`config.mk`:
```
export PLATFORM = sky130hd
export DESIGN_NAME = levinson_kcalc
export DESIGN_NICKNAME = d
export VERILOG_FILES = /design/src/rtl/levinson_pkg.sv /design/src/rtl/levinson_kcalc_mac.sv /design/src/rtl/levinson_kcalc.sv
export SDC_FILE = /design/constraint.sdc
export NUM_CORES = 2
export LEC_CHECK = 0
export CORE_ASPECT_RATIO = 1.2
export CORE_MARGIN = 2
export CORE_UTILIZATION = 39
export DETAILED_ROUTE_END_ITERATION = 16
export GPL_TIMING_DRIVEN = 0
export PLACE_DENSITY_LB_ADDON = 0.25
export SLEW_MARGIN = 20
export SYNTH_ARGS = -nofsm -noshare
export SYNTH_HDL_FRONTEND = slang
export SYNTH_SLANG_ARGS = --single-unit
```
`constraint.sdc`:
```
create_clock -name clock_i -period 14 [get_ports clock_i]
set_input_delay 4.2 -clock clock_i [delete_from_list [all_inputs] [get_ports clock_i]]
set_output_delay 4.2 -clock clock_i [all_outputs]
set_load 0.05 [all_outputs]
```
`src/rtl/levinson_pkg.sv`:
```
// Shared types and defaults for the Levinson-Durbin reflection-coefficient front end.
// The optional k clamp, enabled by LEVINSON_KSAT_EN, uses sat_k() below.
package levinson_pkg;

    localparam int ORDER_DEF       = 10;
    localparam int A_FRAC_DEF      = 16;
    localparam int DIV_LATENCY_DEF = 8;
    localparam int NUM_W           = 64;
    localparam int DEN_W           = 33;
    localparam int DATA_W          = 32;

    typedef enum logic [2:0] {
        IDLE,
        MAC,
        DRAIN,
        WAIT,
        DONE
    } state_e;

    typedef struct packed {
        logic signed [DATA_W-1:0] k;
        logic                     sat;
    } ksat_t;

    // Clamp to +/-(2^frac - 1); -2^frac clamps as well, keeping the range symmetric.
    function automatic ksat_t sat_k(input logic signed [DATA_W-1:0] q, input int frac);
        logic signed [DATA_W-1:0] lim;
        lim       = $signed((DATA_W'(1) << frac) - DATA_W'(1));
        sat_k.k   = q;
        sat_k.sat = 1'b0;
        if (q > lim) begin
            sat_k.k   = lim;
            sat_k.sat = 1'b1;
        end else if (q < -lim) begin
            sat_k.k   = -lim;
            sat_k.sat = 1'b1;
        end
    endfunction

endpackage

```
`src/rtl/levinson_kcalc_mac.sv`:
```
// 64-bit multiply-accumulate for the reflection-coefficient numerator.
// Term 0 is r[i] aligned to the a[] fraction; later terms are a[j]*r[i-j].
module levinson_kcalc_mac
    import levinson_pkg::*;
#(
    parameter int A_FRAC = A_FRAC_DEF
) (
    input  logic                     clock_i,
    input  logic                     reset_n_i,
    input  logic                     clear_i,
    input  logic                     acc_en_i,
    input  logic                     term0_i,
    input  logic signed [DATA_W-1:0] r_data_i,
    input  logic signed [DATA_W-1:0] a_data_i,
    output logic signed [NUM_W-1:0]  sum_o
);

    logic signed [NUM_W-1:0] acc_q;
    logic signed [NUM_W-1:0] acc_d;
    logic signed [NUM_W-1:0] term;

    always_comb begin
        if (term0_i) begin
            term = {{(NUM_W-DATA_W){r_data_i[DATA_W-1]}}, r_data_i};
            term = term <<< A_FRAC;
        end else begin
            term = NUM_W'(a_data_i) * NUM_W'(r_data_i);
        end
        sum_o = acc_q + term;
        if (clear_i) begin
            acc_d = '0;
        end else if (acc_en_i) begin
            acc_d = sum_o;
        end else begin
            acc_d = acc_q;
        end
    end

    // NOTE: state registers update with <= so every flop samples pre-edge values.
    always_ff @(posedge clock_i or negedge reset_n_i) begin
        if (!reset_n_i) begin
            acc_q <= '0;
        end else begin
            acc_q <= acc_d;
        end
    end

endmodule

```
`src/rtl/levinson_kcalc.sv`:
```
// Levinson-Durbin k[i] front end: numerator MAC, divider operand hold, quotient capture.
// Define LEVINSON_KSAT_EN to clamp k to +/-(2^A_FRAC - 1) and report k_sat.
module levinson_kcalc
    import levinson_pkg::*;
#(
    parameter int ORDER       = ORDER_DEF,
    parameter int A_FRAC      = A_FRAC_DEF,
    parameter int DIV_LATENCY = DIV_LATENCY_DEF,
    parameter int IW          = $clog2(ORDER + 1)
) (
    input  logic                     clock_i,
    input  logic                     reset_n_i,
    input  logic                     start_i,
    input  logic [IW-1:0]            iter_i,
    input  logic signed [DATA_W-1:0] err_i,
    output logic [IW-1:0]            r_addr_o,
    input  logic signed [DATA_W-1:0] r_data_i,
    output logic [IW-1:0]            a_addr_o,
    input  logic signed [DATA_W-1:0] a_data_i,
    output logic signed [NUM_W-1:0]  numer_o,
    output logic signed [DEN_W-1:0]  denom_o,
    input  logic signed [DATA_W-1:0] div_quotient_i,
    output logic                     busy_o,
    output logic signed [DATA_W-1:0] k_o,
    output logic                     k_valid_o,
    output logic                     div_err_o,
    output logic                     k_sat_o
);

    localparam int            CW      = $clog2(DIV_LATENCY + 1);
    localparam logic [IW-1:0] ORDER_I = IW'(ORDER);

    state_e                   state_q, state_d;
    logic [IW-1:0]            iter_q, iter_d;
    logic [IW-1:0]            j_q, j_d;
    logic [IW-1:0]            r_addr_q, r_addr_d;
    logic [IW-1:0]            a_addr_q, a_addr_d;
    logic [CW-1:0]            cnt_q, cnt_d;
    logic signed [DATA_W-1:0] err_q, err_d;
    logic signed [NUM_W-1:0]  numer_q, numer_d;
    logic signed [DEN_W-1:0]  denom_q, denom_d;
    logic signed [DATA_W-1:0] k_q, k_d;
    logic                     div_err_q, div_err_d;
    logic                     k_sat_q, k_sat_d;

    logic                     mac_clear, mac_en, mac_term0;
    logic signed [NUM_W-1:0]  mac_sum;
`ifdef LEVINSON_KSAT_EN
    ksat_t                    ks;
`endif

    levinson_kcalc_mac #(.A_FRAC(A_FRAC)) u_mac (
        .clock_i   (clock_i),
        .reset_n_i (reset_n_i),
        .clear_i   (mac_clear),
        .acc_en_i  (mac_en),
        .term0_i   (mac_term0),
        .r_data_i  (r_data_i),
        .a_data_i  (a_data_i),
        .sum_o     (mac_sum)
    );

    // NOTE: every next-state signal gets its default first, so no path infers a latch.
    always_comb begin
        state_d   = state_q;
        iter_d    = iter_q;
        j_d       = j_q;
        r_addr_d  = r_addr_q;
        a_addr_d  = a_addr_q;
        cnt_d     = cnt_q;
        err_d     = err_q;
        numer_d   = numer_q;
        denom_d   = denom_q;
        k_d       = k_q;
        div_err_d = div_err_q;
        k_sat_d   = k_sat_q;
        mac_clear = 1'b0;
        mac_en    = 1'b0;
        mac_term0 = 1'b0;
`ifdef LEVINSON_KSAT_EN
        ks        = sat_k(div_quotient_i, A_FRAC);
`endif
        case (state_q)
            IDLE: begin
                if (start_i && iter_i != '0 && iter_i <= ORDER_I) begin
                    state_d   = MAC;
                    iter_d    = iter_i;
                    err_d     = err_i;
                    j_d       = '0;
                    r_addr_d  = iter_i;
                    a_addr_d  = '0;
                    mac_clear = 1'b1;
                end
            end
            MAC: begin
                // Read data lags the address by a cycle, so this cycle sums term j-1.
                mac_en    = (j_q != '0);
                mac_term0 = (j_q == IW'(1));
                if (j_q == iter_q - IW'(1)) begin
                    state_d = DRAIN;
                end else begin
                    j_d      = j_q + IW'(1);
                    r_addr_d = iter_q - j_q - IW'(1);
                    a_addr_d = j_q + IW'(1);
                end
            end
            DRAIN: begin
                mac_en    = 1'b1;
                mac_term0 = (iter_q == IW'(1));
                numer_d   = -mac_sum;
                denom_d   = {err_q[DATA_W-1], err_q};
                cnt_d     = CW'(DIV_LATENCY - 1);
                state_d   = WAIT;
            end
            WAIT: begin
                if (cnt_q == '0) begin
                    state_d = DONE;
                    if (err_q <= 32'sd0) begin
                        k_d       = '0;
                        div_err_d = 1'b1;
                        k_sat_d   = 1'b0;
                    end else begin
                        div_err_d = 1'b0;
`ifdef LEVINSON_KSAT_EN
                        k_d       = ks.k;
                        k_sat_d   = ks.sat;
`else
                        k_d       = div_quotient_i;
                        k_sat_d   = 1'b0;
`endif
                    end
                end else begin
                    cnt_d = cnt_q - CW'(1);
                end
            end
            DONE:    state_d = IDLE;
            default: state_d = IDLE;
        endcase
    end

    always_ff @(posedge clock_i or negedge reset_n_i) begin
        if (!reset_n_i) begin
            state_q   <= IDLE;
            iter_q    <= '0;
            j_q       <= '0;
            r_addr_q  <= '0;
            a_addr_q  <= '0;
            cnt_q     <= '0;
            err_q     <= '0;
            numer_q   <= '0;
            denom_q   <= '0;
            k_q       <= '0;
            div_err_q <= 1'b0;
            k_sat_q   <= 1'b0;
        end else begin
            state_q   <= state_d;
            iter_q    <= iter_d;
            j_q       <= j_d;
            r_addr_q  <= r_addr_d;
            a_addr_q  <= a_addr_d;
            cnt_q     <= cnt_d;
            err_q     <= err_d;
            numer_q   <= numer_d;
            denom_q   <= denom_d;
            k_q       <= k_d;
            div_err_q <= div_err_d;
            k_sat_q   <= k_sat_d;
        end
    end

    assign r_addr_o  = r_addr_q;
    assign a_addr_o  = a_addr_q;
    assign numer_o   = numer_q;
    assign denom_o   = denom_q;
    assign k_o       = k_q;
    assign busy_o    = (state_q != IDLE);
    assign k_valid_o = (state_q == DONE);
    assign div_err_o = k_valid_o & div_err_q;
    assign k_sat_o   = k_valid_o & k_sat_q;

endmodule

```
==> run metrics <==
Clk Latency, worst-skew pair 0.55 ns; Synth Register Bits 244; dpl hpwl 156 mm; clock sinks 244; hold buffers post-CTS 0; net count after synthesis 7101; iteration-0 DRC count of the detailed router 2991; commonest non-fill, non-tap cells in the layout fa_1 (1025), nand2_1 (986), inv_1 (970), and2_1 (472), dfrtp_1 (244); die area 0.133 sq mm; Hold Fails Final Rpt 0; status complete, but fails checks; TritonCTS clock tree done; Setup violations, final 18; CTS buffer count 27; most frequent CP cell fa_1; critical path's largest stage delay 0.64 ns; initial antenna violation count 9; CP Data Required Time 14.42 ns; commonest non-fill, non-tap cell in the layout fa_1; Post-Syn Area 0.0509 sq mm; GRT Total Usage 0.287; core region area 0.130 sq mm; drt wl/cell 24.1 um; Async S/R FF share, synth 1.00; RSZ-0062 raised after global routing yes; period utilisation layout 1.02; DRC viols 0; Crit Path Category in -> reg; WHS Endpoint denom_o[0]; Die Span Y 400 um; Via Count 41789; Hold WC Path Type reg -> reg; Worst Setup End Kind flip-flop; Area Overhead vs Synth 22.9%; syn_area_per_cell 9.05 sq um; failing checks negative setup slack; start point of the critical path r_data_i[19]; Max Slew Vio Count 0; Row Count 145; Final ANT Viol Nets 0; Post-Layout Cell Count 7862; Clk pin slew, worst setup/hold paths 0.06 ns; EDFF count, synth 0; Arrival @ worst endpoint 14.74 ns; largest net degree at the start of global routing 91; post-route minimum period 14.32 ns; number of global-route vias before repair 44306; RD Place Congestion 1.00; startpoint class of the critical path primary input; # placed instances 7591; boundary pin count 276; GRT Residual Overflow 0; Max-Cap Viols 0; htree depth 1; skew final 0.0143 ns; Hold Path Origin denom_o[0]; R2R cell count 21; worst-margin pin slew 0.974 ns; Root Buffer clkbuf_16; Hold Crit Depth 2; Yosys Warn Count 0; Slowest-stage cell, CP fa_2; Layout Nets 7625; Die X 334 um; share of cells above drive strength 1 0.145; final worst setup slack -0.316 ns; DRT Pass-1 Iters 6; fmax 0.0699 GHz; DP Worst Slack -4.20 ns; unique cell type count in the Yosys netlist 94; crit path max fanout 6; first-pass GRT wire length 284 mm; worst reg2reg setup slack 6.27 ns; top_reg_cell synth dfrtp_1; cells after synthesis 5623; slew margin rel. 0.346; routed wire length 189 mm; RR Startpoint state_q[0]; clock tree buffer depth 3; Initial Util 0.392; number of I/O port buffers 274; sequential element share of the synthesized area 0.120; reg-to-reg endpoint numer_o[62]; vias per cell 5.32
-- critical path: cells and delay by family --
family | cells | cell delay [ns]
adders and majority gates | 10 | 4.88
AOI/OAI and AO/OA | 13 | 2.02
xor gates and xnor gates | 2 | 0.61
and+or+nand+nor | 10 | 1.93
buffers and inverters | 9 | 1.08
-- sequential cells by signal, summed over array words and instances, names as in the netlist --
name and cells:
numer_o 64, u_mac.acc_q 64, denom_o 32, err_q 32
k_o 32, a_addr_o 4, cnt_q 4, iter_q 4
r_addr_o 4, state_q 3, div_err_q 1
-- per-stage QoR --
stage,setup TNS [ns],area [sq um],util,hold slack (ns)
finish,-2.96,62500,0.481,0.471
detailed placement,-181.00,55800,0.430,0.462
CTS,-0.876,60900,0.469,0.479
global placement,-717.95,55700,0.429,0.458
global route,-8.37,62500,0.481,0.506
floorplan,0,50900,-,0.456
-- cell type report --
class | count | area, sq um
fillers | 12351 | 67400
multi-input cells | 4111 | 41900
flip-flops and latches | 244 | 6110
repair buffers | 502 | 4660
inverters | 983 | 3700
plain buffers | 278 | 3060
well taps | 1690 | 2110
clock buffers | 34 | 712
clock inverters | 15 | 176
diodes | 5 | 12.5
-- kinds of logic (layout without fill, tap and decap cells) --
kind of cell	count (synthesis)	after routing	share of synthesized area
flip-flops	244	244	0.120
multiplexers	5	5	0.00101
AO/OA/AOI/OAI	662	662	0.0819
adder cells (fa/ha/maj)	1343	1343	0.490
buffers and inverters	1268	1812	0.0940
other	1	6	0.0000737
AND/OR/NAND/NOR	1911	1911	0.180
XOR/XNOR	189	189	0.0325
-- metal layers --
metal	GRT usage	part of all wire	wire, um
met2	0.484	0.48	90300
met3	0.0499	0.075	14300
met5	0	0.00013	24
met1	0.351	0.38	72100
met4	0.153	0.067	12700
-- worst max path at each step --
stage | endpoint | depth (start not counted)
5_1_grt | numer_o[62] | 47
3_5_place_dp | numer_o[62] | 38
6_report | numer_o[63] | 44
2_1_floorplan | numer_o[63] | 39
4_1_cts | numer_o[62] | 42
3_3_place_gp | numer_o[63] | 38
-- timing repair --
| action | CTS | global route |
|---|---|---|
| buffers inserted | 147 | 74 |
| pin swaps | 127 | 199 |
| resized for setup | 1083 | 350 |
| endpoints found under the setup margin | 85 | 45 |
| cloned | 3 | 0 |
-- cell usage after synthesis, types with 10 or more instances --
cell	n	area (sq um)
buf_1	11	41.3
fa_1	1084	21700
ha_1	259	3240
a211oi_1	14	105
o21ai_1	27	135
nand2b_1	31	194
a31oi_1	19	119
o21a_1	16	120
a22o_1	41	359
nor3b_1	11	82.6
a21o_1	51	383
o31ai_1	13	97.6
xnor2_1	101	885
a21oi_1	163	816
and3_1	20	125
nand2_1	996	3740
nor2b_1	17	106
nand4_1	32	200
dfrtp_1	244	6110
nor3_1	40	200
inv_1	982	3690
o211ai_1	20	150
or3_1	10	62.6
o21bai_1	21	158
nand3_1	77	385
and2_1	484	3030
o21ai_0	199	996
clkbuf_1	264	991
xor2_1	88	771
nor4_1	20	125
nor2_1	128	480
Power is left out: the tool's default activity adds up to more than one toggle a clock period on the data nets, which glitch-free logic cannot reach.
